===== src/rtl/multiply_control.sv =====
`default_nettype none
// ============================================================================
//  Module      : multiply_control
//  Description : Sequencing FSM for a shift-add signed multiplier datapath.
//                A start (0->1 edge on Run) clears X/A, then runs N strict
//                ADD/SHIFT pairs. On every ADD the current multiplier bit M
//                decides whether the multiplicand is accumulated into A.
//                The final ADD subtracts the multiplicand, so X:A:B ends up
//                holding the two's-complement product.
//
//  Ports
//    Clk          in   system clock, rising-edge
//    Reset        in   asynchronous active-low reset
//    Run          in   start request (level); start fires on its 0->1 edge
//    ClearA_LoadB in   IDLE-only request: clear X/A and load B
//    M            in   current multiplier bit B[0], used only in ADD
//    Ld_B         out  load B from the switch bus
//    ClearXA      out  synchronous clear of X and A
//    Ld_A         out  load adder result into A
//    Ld_X         out  load adder sign bit into X
//    Add_En       out  adder computes A + S
//    Sub_En       out  adder computes A - S
//    Shift_En     out  arithmetic right shift of X:A:B
//    Busy         out  high from CLR through the last SHIFT
//    Done         out  high while in DONE
//
//  Revision    : 1.0  initial release
// ============================================================================
module multiply_control #(
    parameter int N = 8                 // operand width / iterations, 2..16
) (
    input  logic Clk,
    input  logic Reset,
    input  logic Run,
    input  logic ClearA_LoadB,
    input  logic M,
    output logic Ld_B,
    output logic ClearXA,
    output logic Ld_A,
    output logic Ld_X,
    output logic Add_En,
    output logic Sub_En,
    output logic Shift_En,
    output logic Busy,
    output logic Done
);

    // Iteration counter spans 0..N-1.
    localparam int              CNT_W      = (N > 2) ? $clog2(N) : 1;
    localparam logic [CNT_W-1:0] C_CNT_LAST = CNT_W'(N - 1);
    localparam logic [CNT_W-1:0] C_CNT_ONE  = CNT_W'(1);

    typedef enum logic [2:0] {
        S_IDLE  = 3'd0,
        S_CLR   = 3'd1,
        S_ADD   = 3'd2,
        S_SHIFT = 3'd3,
        S_DONE  = 3'd4
    } state_t;

    state_t           r_state;
    state_t           w_next_state;
    logic [CNT_W-1:0] r_cnt;
    logic [CNT_W-1:0] w_cnt_next;
    logic             r_run_q;

    logic w_start;
    logic w_last;

    // Internal (ungated) strobes; the ports are these ANDed with Reset.
    logic w_ld_b;
    logic w_clear_xa;
    logic w_ld_a;
    logic w_ld_x;
    logic w_add_en;
    logic w_sub_en;
    logic w_shift_en;
    logic w_busy;
    logic w_done;

    // A start is the rising edge of Run. r_run_q resets high so that a Run
    // still held from before reset has to be released once before it counts.
    assign w_start = Run & ~r_run_q;
    assign w_last  = (r_cnt == C_CNT_LAST);

    // ------------------------------------------------------------------
    // State, counter and Run history
    // ------------------------------------------------------------------
    always_ff @(posedge Clk or negedge Reset) begin
        if (!Reset) begin
            r_state <= S_IDLE;
            r_cnt   <= '0;
            r_run_q <= 1'b1;
        end else begin
            r_state <= w_next_state;
            r_cnt   <= w_cnt_next;
            // Tracks Run in every state, so a press held across DONE
            // never looks like a fresh edge once IDLE is reached.
            r_run_q <= Run;
        end
    end

    // ------------------------------------------------------------------
    // Next state, counter update and strobe decode
    // ------------------------------------------------------------------
    always_comb begin
        w_next_state = r_state;
        w_cnt_next   = r_cnt;
        w_ld_b       = 1'b0;
        w_clear_xa   = 1'b0;
        w_ld_a       = 1'b0;
        w_ld_x       = 1'b0;
        w_add_en     = 1'b0;
        w_sub_en     = 1'b0;
        w_shift_en   = 1'b0;
        w_busy       = 1'b0;
        w_done       = 1'b0;

        unique case (r_state)
            S_IDLE: begin
                if (w_start) begin
                    // Start takes priority over a simultaneous load request.
                    w_next_state = S_CLR;
                end else if (ClearA_LoadB) begin
                    w_ld_b     = 1'b1;
                    w_clear_xa = 1'b1;
                end
            end

            S_CLR: begin
                w_clear_xa   = 1'b1;
                w_busy       = 1'b1;
                w_cnt_next   = '0;
                w_next_state = S_ADD;
            end

            S_ADD: begin
                w_busy = 1'b1;
                // Only the multiplier bit selects whether an accumulate
                // happens; the state sequence itself never depends on M,
                // so every multiply takes the same number of cycles.
                if (M) begin
                    w_ld_a = 1'b1;
                    w_ld_x = 1'b1;
                    if (w_last) begin
                        // Sign bit of the multiplier carries negative weight.
                        w_sub_en = 1'b1;
                    end else begin
                        w_add_en = 1'b1;
                    end
                end
                w_next_state = S_SHIFT;
            end

            S_SHIFT: begin
                w_busy     = 1'b1;
                w_shift_en = 1'b1;
                if (w_last) begin
                    w_next_state = S_DONE;
                end else begin
                    w_cnt_next   = r_cnt + C_CNT_ONE;
                    w_next_state = S_ADD;
                end
            end

            S_DONE: begin
                w_done = 1'b1;
                if (!Run) begin
                    w_next_state = S_IDLE;
                end
            end

            default: begin
                w_next_state = S_IDLE;
                w_cnt_next   = '0;
            end
        endcase
    end

    // ------------------------------------------------------------------
    // Outputs forced low for as long as Reset is held, independent of the
    // clock and of any combinational input (ClearA_LoadB, M).
    // ------------------------------------------------------------------
    assign Ld_B     = Reset & w_ld_b;
    assign ClearXA  = Reset & w_clear_xa;
    assign Ld_A     = Reset & w_ld_a;
    assign Ld_X     = Reset & w_ld_x;
    assign Add_En   = Reset & w_add_en;
    assign Sub_En   = Reset & w_sub_en;
    assign Shift_En = Reset & w_shift_en;
    assign Busy     = Reset & w_busy;
    assign Done     = Reset & w_done;

endmodule
`default_nettype wire


===== config.mk =====
export PLATFORM = sky130hd
export DESIGN_NAME = multiply_control
export DESIGN_NICKNAME = d
export VERILOG_FILES = /design/src/rtl/multiply_control.sv
export SDC_FILE = /design/constraint.sdc
export NUM_CORES = 1
export LEC_CHECK = 0
export ABC_CLOCK_PERIOD_IN_PS = 3000
export BUFFER_PORTS_ARGS = -buffer_cell sky130_fd_sc_hd__clkbuf_2
export CAP_MARGIN = 20
export CORE_MARGIN = 2
export CORE_UTILIZATION = 31
export DETAILED_ROUTE_END_ITERATION = 12
export GPL_TIMING_DRIVEN = 0
export PLACE_DENSITY = 0.58
export SLEW_MARGIN = 20
export SYNTH_ARGS = -nofsm -noshare
export SYNTH_HDL_FRONTEND = slang
export SYNTH_SLANG_ARGS = --single-unit

===== constraint.sdc =====
create_clock -name Clk -period 3 [get_ports Clk]
set_clock_uncertainty 0.1 [all_clocks]
set_input_delay 0.15 -clock Clk [delete_from_list [all_inputs] [get_ports Clk]]
set_output_delay 0.15 -clock Clk [all_outputs]
set_load 0.02 [all_outputs]

==> impl_metrics.toml <==
[outcome]
status = "complete, no violations"

[grt]
grt-ovfl-total = 0
antenna_found_initial = 0
grt_max_degree = 10
grtUsageTotal_pct = 11.0
grt_pass1_vias = 265
grt_pass1_wl_um = 1150

[floorplanning]
start_util_pct = 33.0
fp-row-count = 13
io_pins = 14
die_height_um = 41.0
core-area_um2 = 1280
die_w_um = 41.0
die_area_um2 = 1680

[synth]
synth_edf_count = 0
ys_seq_elements = 7
syn_area_per_cell_um2 = 10.6
yosysUniqueCellTypes = 25
netlist_area_um2 = 424
ys_warn_count = 0
async_reset_ff_share_pct = 100
syn-num-nets = 47
ys_seq_area_share_pct = 41.6
synthCells = 40
synth_top_flop_cell = "dfrtp_1"

[worst_setup_path]
arrival_ns = 1.62
reg2reg_to = "r_cnt[0]"
required_ns = 2.75
cp_top_family = "adder cells"
max_stage_delay_ns = 0.39
ff2ff_path_depth = 4
setup.worst_path.end_class = "primary output"
r2r-start = "r_cnt[0]"
timing_worst_setup_path_type = "reg2out"
cp.buffers_inverters = 1
critPathMostFrequentCell = "ha_1"
path_cells = "ha_1, ha_1, nor4_1, clkbuf_2"
startpoint_type = "flip-flop"
worstPathMaxFanout = 5
slowest_stage = "dfrtp_1"
rrSetupSlack_ns = 1.42

[timing]
rsz0062_at_grt = "false"
period_minus_slack_ns = 1.87
fin_crit_sh_pct = 62.3
relSlewSlack_pct = 80.7
finalSetupTns_ns = 0
hold_viol = 0
max_freq_mhz = 535
setup-violations-final = 0
hold-worst-slack_ns = 0.203
drv_slew = 0
tightestPinTransition_ns = 0.288

[finish]
final_area_um2 = 554
final-instance-count-excl-fill = 74
fin_util_pct = 43.1
diodes = 0
nNetsFinal = 67
drive_gt1_share_pct = 45.8
area_delta_synth_final_pct = 30.7

[clock_tree]
cts_setup_buffers = 0
worst_skew_pair.late_latency_ns = 0.24
clk_pin_slew_ns = 0.05
cts_tree = "done"
cts_buffer_depth = 2
cts_num_sinks = 7
cts_max_level = 1
cts_root_buf = "clkbuf_4"
cts_buffers = 3
cts_repair_resize_count = 0

[power]
p_leak_nw = 0.288
powerDensity_nw_per_um2 = 889
vdd.ir_drop.worst_uv = 370

[detailed_routing]
via_count = 341
drt_pass1_iterations = 3
ant_nets = 0
wl_per_cell_um = 10.2
drc = 0
wl_um = 755
dr.first_iter.drc_count = 5
viasPerCell = 4.61

[placement]
hpwlAfterDp_um = 539
io_buffers = 13
dp.cells = 68
place_area_um2 = 508
gp_congestion = 0.647

[job]
maxCapViolCount = 0

[worst_hold_path]
hold_path_class = "in2async"
==> per-layer routing <==
| metal | vias to the layer above | global-route usage, % | share of wire (%) |
|---|---|---|---|
| met1 | 145 | 16.0 | 55 |
| met5 | - | 0 | 0 |
| met4 | 0 | 7.50 | 0.66 |
| li1 | 183 | - | - |
| met2 | 11 | 13.3 | 38 |
| met3 | 2 | 3.26 | 6.2 |
==> repair_timing <==
item | in CTS | in global routing
endpoints found under the hold margin | 8 | 0
hold buffers | 2 | 0
endpoints found under the setup margin | 0 | 0
==> kinds of logic (layout without fill, tap and decap cells) <==
| group | count (synthesis) | after routing | share of synthesized area (%) |
|---|---|---|---|
| AOI/OAI and AO/OA | 7 | 7 | 13.3 |
| and+or+nand+nor | 18 | 18 | 29.2 |
| adders and majority gates | 2 | 2 | 5.90 |
| buffers and inverters | 5 | 24 | 6.49 |
| DFF | 7 | 7 | 41.6 |
| muxes | 1 | 1 | 3.54 |
==> cells in the final DEF (no fill, tap or decap), types with 2 or more instances in the layout <==
master,instances
clkbuf_2,13
dfrtp_1,6
nor2_1,4
nand2_1,3
nor3_1,3
clkbuf_4,3
buf_4,2
a22o_1,2
ha_1,2
dlygate4sd3_1,2
==> per-stage QoR <==
step | total power, mW | setup slack [ns]
2_1_floorplan | 0.356 | 1.20
3_3_place_gp | 0.406 | 1.41
3_5_place_dp | 0.408 | 1.40
4_1_cts | 0.505 | 1.12
5_1_grt | 0.547 | 1.05
6_report | 0.493 | 1.13
==> sequential cells by signal, indices dropped and copies added, names as in the netlist <==
signal   cells
r_state      3
r_run_q      1
r_cnt        3
==> cell usage after synthesis, types with 2 or more instances <==
library cell | count | area [µm²]
nor2_1 | 4 | 15.0
nand2_1 | 3 | 11.3
dfrtp_1 | 6 | 150
ha_1 | 2 | 25.0
buf_4 | 2 | 15.0
a22o_1 | 2 | 17.5
nor3_1 | 3 | 15.0
==> report_power, final <==
group / leakage (nW) / switching (mW) / internal, mW
combinational: 0.191 / 0.132 / 0.121
clock: 0.0150 / 0.0323 / 0.0506
sequential: 0.0824 / 0.0262 / 0.131
==> area by class of cell <==
type / count / area (µm²)
inverters: 2 / 7.51
plain buffers: 3 / 20.0
well taps: 15 / 18.8
flip-flops and latches: 7 / 176
repair buffers: 15 / 85.1
fillers: 119 / 731
clock buffers: 4 / 26.3
multi-input cells: 28 / 220
==> worst max path at each step <==
stage / start / endpoint / slack (ns) / depth (start not counted)
after floorplan: r_cnt[0] / Add_En / 1.20 / 3
after global placement: r_cnt[0] / Add_En / 1.41 / 4
after detailed placement: r_cnt[0] / Add_En / 1.40 / 4
after CTS: r_cnt[0] / Add_En / 1.12 / 4
after global routing: Reset / Sub_En / 1.05 / 6
final: r_cnt[0] / Add_En / 1.13 / 4
==> worst reg2reg max path: cells and delay by family, from the launching register on <==
kind	cells	cell delay [ns]
adder cells (fa/ha/maj)	2	0.47
flip-flops	1	0.39
multiplexers	1	0.26
AO/OA/AOI/OAI	1	0.24
No activity file was read; power rests on OpenSTA's default activity.
